$ cat src/rtl/tiny_dnn_buf_dma.sv
// tiny_dnn_buf_dma: host-side streaming engine for the core's buffers.
//  - Load channel: inbound 16-bit valid/ready stream -> sequential source-buffer writes.
//  - Drain channel: sequential destination-buffer reads (1-cycle latency) -> outbound
//    32-bit valid/ready stream with last marking, through a 2-entry output FIFO.
// Optional feature macro: TINY_DNN_DMA_LAST_CHECK_EN (s_last vs. length check -> src_err).
module tiny_dnn_buf_dma #(
  parameter int AW = 12,
  parameter int SW = 16,
  parameter int DW = 32
) (
  input  logic          clk,
  input  logic          reset,
  input  logic          src_start,
  input  logic [AW-1:0] src_base,
  input  logic [AW:0]   src_len,
  output logic          src_busy,
  output logic          src_done,
  input  logic          s_valid,
  output logic          s_ready,
  input  logic [SW-1:0] s_data,
  input  logic          s_last,
  output logic          src_v,
  output logic [AW-1:0] src_a,
  output logic [SW-1:0] src_d,
  input  logic          dst_start,
  input  logic [AW-1:0] dst_base,
  input  logic [AW:0]   dst_len,
  output logic          dst_busy,
  output logic          dst_done,
  output logic          dst_v,
  output logic [AW-1:0] dst_a,
  input  logic [DW-1:0] dst_d,
  output logic          m_valid,
  input  logic          m_ready,
  output logic [DW-1:0] m_data,
  output logic          m_last,
  output logic          src_err
);

  localparam logic [AW-1:0] ONE_A = {{(AW-1){1'b0}}, 1'b1};
  localparam logic [AW:0]   ONE_L = {{AW{1'b0}}, 1'b1};
  localparam logic [AW:0]   ZERO_L = '0;

  typedef enum logic {L_IDLE, L_LOAD} load_state_t;
  typedef enum logic [1:0] {D_IDLE, D_READ, D_FLUSH} drain_state_t;

  // ---------------- load channel ----------------
  load_state_t   ld_state_reg;
  logic [AW-1:0] ld_addr_reg;
  logic [AW:0]   ld_left_reg;

  assign s_ready  = (ld_state_reg == L_LOAD);
  assign src_busy = (ld_state_reg == L_LOAD);

  // Load FSM: every accepted beat becomes a registered buffer write on the next cycle.
  always_ff @(posedge clk) begin
    if (reset) begin
      ld_state_reg <= L_IDLE;
      ld_addr_reg  <= '0;
      ld_left_reg  <= '0;
      src_v        <= 1'b0;
      src_a        <= '0;
      src_d        <= '0;
      src_done     <= 1'b0;
    end else begin
      src_v    <= 1'b0;
      src_done <= 1'b0;
      case (ld_state_reg)
        L_IDLE: begin
          if (src_start) begin
            ld_addr_reg <= src_base;
            ld_left_reg <= src_len;
            if (src_len == ZERO_L) src_done <= 1'b1;
            else                   ld_state_reg <= L_LOAD;
          end
        end
        L_LOAD: begin
          if (s_valid) begin
            src_v       <= 1'b1;
            src_a       <= ld_addr_reg;
            src_d       <= s_data;
            ld_addr_reg <= ld_addr_reg + ONE_A;
            ld_left_reg <= ld_left_reg - ONE_L;
            // Final beat: done pulse lines up with the final write strobe.
            if (ld_left_reg == ONE_L) begin
              ld_state_reg <= L_IDLE;
              src_done     <= 1'b1;
            end
          end
        end
        default: ld_state_reg <= L_IDLE;
      endcase
    end
  end

`ifdef TINY_DNN_DMA_LAST_CHECK_EN
  logic err_reg;
  assign src_err = err_reg;

  // Sticky flag: s_last must be set on exactly the len-th accepted beat.
  always_ff @(posedge clk) begin
    if (reset) begin
      err_reg <= 1'b0;
    end else if (ld_state_reg == L_IDLE && src_start) begin
      err_reg <= 1'b0;
    end else if (ld_state_reg == L_LOAD && s_valid && (s_last != (ld_left_reg == ONE_L))) begin
      err_reg <= 1'b1;
    end
  end
`else
  logic unused_s_last;
  assign unused_s_last = s_last;
  assign src_err = 1'b0;
`endif

  // ---------------- drain channel ----------------
  drain_state_t  dr_state_reg;
  logic [AW-1:0] rd_addr_reg;
  logic [AW:0]   rd_left_reg;
  logic          pend_reg;
  logic          pend_last_reg;
  logic [DW:0]   fifo_mem [2];
  logic          wr_ptr_reg;
  logic          rd_ptr_reg;
  logic [1:0]    cnt_reg;
  logic [DW:0]   head;
  logic          pop;
  logic [2:0]    occ;
  logic          issue;

  assign head  = fifo_mem[rd_ptr_reg];
  assign pop   = (cnt_reg != 2'd0) && m_ready;
  // Slots committed after this cycle: buffered + in flight - leaving now.
  assign occ   = {1'b0, cnt_reg} + {2'b00, pend_reg} - {2'b00, pop};
  assign issue = !reset && (dr_state_reg == D_READ) && (rd_left_reg != ZERO_L) && (occ < 3'd2);

  assign dst_v    = issue;
  assign dst_a    = rd_addr_reg;
  assign dst_busy = (dr_state_reg != D_IDLE);
  assign m_valid  = (cnt_reg != 2'd0);
  assign m_data   = m_valid ? head[DW-1:0] : '0;
  assign m_last   = m_valid & head[DW];

  // Drain FSM: issue reads while credit allows, then wait for the last beat to leave.
  always_ff @(posedge clk) begin
    if (reset) begin
      dr_state_reg <= D_IDLE;
      rd_addr_reg  <= '0;
      rd_left_reg  <= '0;
      dst_done     <= 1'b0;
    end else begin
      dst_done <= 1'b0;
      case (dr_state_reg)
        D_IDLE: begin
          if (dst_start) begin
            rd_addr_reg <= dst_base;
            rd_left_reg <= dst_len;
            if (dst_len == ZERO_L) dst_done <= 1'b1;
            else                   dr_state_reg <= D_READ;
          end
        end
        D_READ: begin
          if (issue) begin
            rd_addr_reg <= rd_addr_reg + ONE_A;
            rd_left_reg <= rd_left_reg - ONE_L;
            if (rd_left_reg == ONE_L) dr_state_reg <= D_FLUSH;
          end
        end
        D_FLUSH: begin
          if (pop && head[DW]) begin
            dr_state_reg <= D_IDLE;
            dst_done     <= 1'b1;
          end
        end
        default: dr_state_reg <= D_IDLE;
      endcase
    end
  end

  // Track the read whose data returns next cycle, tagged with its last marker.
  always_ff @(posedge clk) begin
    if (reset) begin
      pend_reg      <= 1'b0;
      pend_last_reg <= 1'b0;
    end else begin
      pend_reg      <= issue;
      pend_last_reg <= issue && (rd_left_reg == ONE_L);
    end
  end

  // FIFO storage: capture returning read data with its last tag.
  always_ff @(posedge clk) begin
    if (pend_reg) fifo_mem[wr_ptr_reg] <= {pend_last_reg, dst_d};
  end

  // FIFO pointers and occupancy.
  always_ff @(posedge clk) begin
    if (reset) begin
      wr_ptr_reg <= 1'b0;
      rd_ptr_reg <= 1'b0;
      cnt_reg    <= 2'd0;
    end else begin
      if (pend_reg) wr_ptr_reg <= ~wr_ptr_reg;
      if (pop)      rd_ptr_reg <= ~rd_ptr_reg;
      cnt_reg <= cnt_reg + {1'b0, pend_reg} - {1'b0, pop};
    end
  end

endmodule

$ cat config.mk
export PLATFORM = sky130hd
export DESIGN_NAME = tiny_dnn_buf_dma
export DESIGN_NICKNAME = d
export VERILOG_FILES = /design/src/rtl/tiny_dnn_buf_dma.sv
export SDC_FILE = /design/constraint.sdc
export NUM_CORES = 1
export LEC_CHECK = 0
export CAP_MARGIN = 30
export CORE_UTILIZATION = 42
export CTS_BUF_LIST = sky130_fd_sc_hd__clkbuf_8
export CTS_CLUSTER_DIAMETER = 120
export DETAILED_ROUTE_END_ITERATION = 16
export GPL_ROUTABILITY_DRIVEN = 0
export PLACE_DENSITY = 0.73
export SETUP_SLACK_MARGIN = 0.3
export SYNTH_ARGS = -nofsm -noshare
export SYNTH_HDL_FRONTEND = slang
export SYNTH_SLANG_ARGS = --single-unit
export TNS_END_PERCENT = 50
$ cat constraint.sdc
create_clock -name clk -period 2.9 [get_ports clk]
set_clock_uncertainty 0.05 [all_clocks]
set_input_delay 0.435 -clock clk [delete_from_list [all_inputs] [get_ports clk]]
set_output_delay 0.435 -clock clk [all_outputs]
set_load 0.05 [all_outputs]
==> results_dict.tcl, run 1 <==
set metrics [dict create \
    status "finished with violations" \
    violations "negative setup slack" \
    io_buffer_count 184 \
    met3_length_um 1444 \
    cts_buffers 17 \
    largest_register_ffs 66 \
    grt_max_degree 95 \
    met1_length_um 8086 \
    pwr_density_cell_nw_per_um2 746.6 \
    synth_ff_type "dfxtp_1" \
    syn_inst 733 \
    h-tree-depth 4 \
    relSlewSlack_pct 53.37 \
    fillers 1346 \
    rows 47 \
    ys_types 63 \
    initial_core_util_pct 42.96 \
    first_pass_iters 5 \
    final_cell_mix "clkdlybuf4s50_1 (147), nand2_1 (100), dfxtp_1 (88)" \
    critPathRequiredTime_ns 2.41 \
    tritoncts "built" \
    worst-path-max-fanout 2 \
    route.detailed.drc 0 \
    die_h_um 132.0 \
    die_w_um 132.0 \
    diodes 0 \
    cts_hold_buf 0 \
    irDropWorstVdd_uv 445.5 \
    area_growth_pct 43.65 \
    avgSynthCellArea_um2 9.685 \
    antenna_found_initial 0 \
    rsz0062_at_grt "yes" \
    syn_nets 848 \
    cp.arrival_ns 2.72 \
    final_common_cell "clkdlybuf4s50_1" \
    max-cap-violations 0 \
    grt_pass1_vias 5941 \
    nets 1051 \
    min_path_type "reg -> reg" \
    clk_latency_ns 0.45 \
    routedWlPerCell_um 15.83 \
    multi_input_area_um2 3303 \
    initialDrtViolationCount 444 \
    tightest_slew_ns 0.6968 \
    wirelength_um 18480 \
    cts_root_buf "clkbuf_8" \
    track_usage_pct 21.30 \
    seqCellArea_um2 3807 \
    start_kind "register" \
    yosysSeqAreaShare_pct 53.58 \
    hpwl_um 12000 \
    syn-cell-area_um2 7099 \
    wl_met2_um 8780 \
    post-place-cells 1117 \
    fmax_mhz 312.3 \
    core-area_um2 16520 \
    grt.overflow.total 0 \
    clock_sinks 157 \
    top_level_ports 187 \
    ys_seq_elements 157 \
    dpl_worst_slack_ns -0.4032 \
    period_share_pct 110.4 \
    setup_ws_ns -0.3017 \
    synth_async_sr_flop_share_pct 0 \
    setup_viol 6 \
    endpoint_kind "output pin" \
    via_count 6189 \
    yosysWarnings 0 \
    largestRegisters "fifo_mem x66, src_d x16" \
    grt_pass1_wl_um 29530 \
    final_cells 1168 \
    fin_crit_ns 3.202 \
    hold_viol_final 0 \
    regMostFlops "fifo_mem" \
    p_leak_nw 3.705 \
    worstSetupPathType "reg -> out" \
    drive_above_1_share_pct 15.30 \
    clk_pin_slew_ns 0.08 \
    synth_edf_count 66 \
    dr.max_layer_used "met4" \
    ctsLongestPathBuffers 2 \
    ant_nets 0 \
    via_per_inst 5.299 \
    die_area_um2 17430 \
    slew_viol_final 0 \
]
[cells by family after synthesis]
group,Yosys count,synth area share [%]
xor gates and xnor gates,8,0.9869
muxes,39,5.499
AOI/OAI and AO/OA,156,13.68
buffers and inverters,62,3.719
and+or+nand+nor,300,20.62
adders and majority gates,10,1.868
DFF,157,53.58
other,1,0.05282
[final cells by class]
cell class	count	share of cell area (%)
clock buffer	17	2.294
inverter	14	0.5889
timing repair buffer	232	23.03
multi-input combinational	514	32.39
tap	220	2.699
sequential	157	37.33
clock inverter	14	1.669
[metrics by stage]
stage / util [%] / total power [mW] / hold WS [ns] / area, um^2 / TNS, ns
2_1_floorplan: - / 4.754 / 0.3537 / 7168 / 0
6_report: 61.72 / 7.614 / 0.3819 / 10200 / -0.3787
3_3_place_gp: 56.52 / 5.737 / 0.3596 / 9340 / -5.958
5_1_grt: 61.72 / 7.967 / 0.3876 / 10200 / -1.349
4_1_cts: 60.57 / 7.541 / 0.3798 / 10010 / -0.2986
3_5_place_dp: 56.52 / 5.770 / 0.3610 / 9340 / -6.752
[final timing paths]
kind | startpoint | end | slack (ns) | cells past startpoint
worst max-delay path | cnt_reg[1] | dst_v | -0.30 | 12
worst max register to register | cnt_reg[1] | dst_a[0] | -0.05 | 15
worst min-delay path | pend_last_reg | fifo_mem[0][32] | 0.38 | 0
worst min register to register | pend_last_reg | fifo_mem[0][32] | 0.38 | 0
[where the power goes]
| part | switching [mW] | internal (mW) | leakage, nW | total [mW] |
|---|---|---|---|---|
| clock | 0.815 | 0.848 | 0.200 | 1.66 |
| combinational | 2.03 | 1.21 | 2.16 | 3.24 |
| sequential | 0.178 | 2.53 | 1.34 | 2.71 |
| total | 3.02 | 4.59 | 3.70 | 7.61 |
[synthesized netlist by cell type (all sizes together) (14+ instances only)]
library cell / n / area [um^2]
o21ai: 24 / 120.1
nor3: 17 / 85.08
dfxtp: 91 / 1822
inv: 14 / 52.55
mux2i: 39 / 390.4
a21oi: 75 / 386.6
edfxtp: 66 / 1982
clkbuf: 35 / 131.4
nor4: 15 / 145.1
nand3: 19 / 95.09
nand2: 103 / 386.6
nor2: 83 / 311.6
[worst max-delay path, cell delays in order (launching register included)]
cell and delay [ns]:
dfxtp_2 0.34, nor2_4 0.15, inv_6 0.04, nand2_4 0.06, inv_4 0.04, ha_4 0.25
inv_2 0.03, ha_4 0.14, fa_2 0.46, nor4_4 0.32, buf_4 0.16, and2_4 0.15
buf_12 0.13
[what timing repair did]
item | 4_1_cts | 5_1_grt
cloned | 4 | 0
resized for setup | 72 | 25
pin swaps | 32 | 20
endpoints found under the setup margin | 61 | 31
setup buffers | 6 | 10
[layer usage]
metal / GRT usage, % / vias up
met5: 0 / -
met2: 34.45 / 225
met3: 6.690 / 13
met1: 26.81 / 2920
li1: - / 3031
met4: 7.494 / 0
Power figures use the tool's default switching activity.
==> run 2, diff against run 1 <==
CAP_MARGIN = 20   (was 30)
GPL_ROUTABILITY_DRIVEN = unset   (was 0)
==> results of run 2 <==
The final DEF is identical to that of run 1; final timing and power are the same.
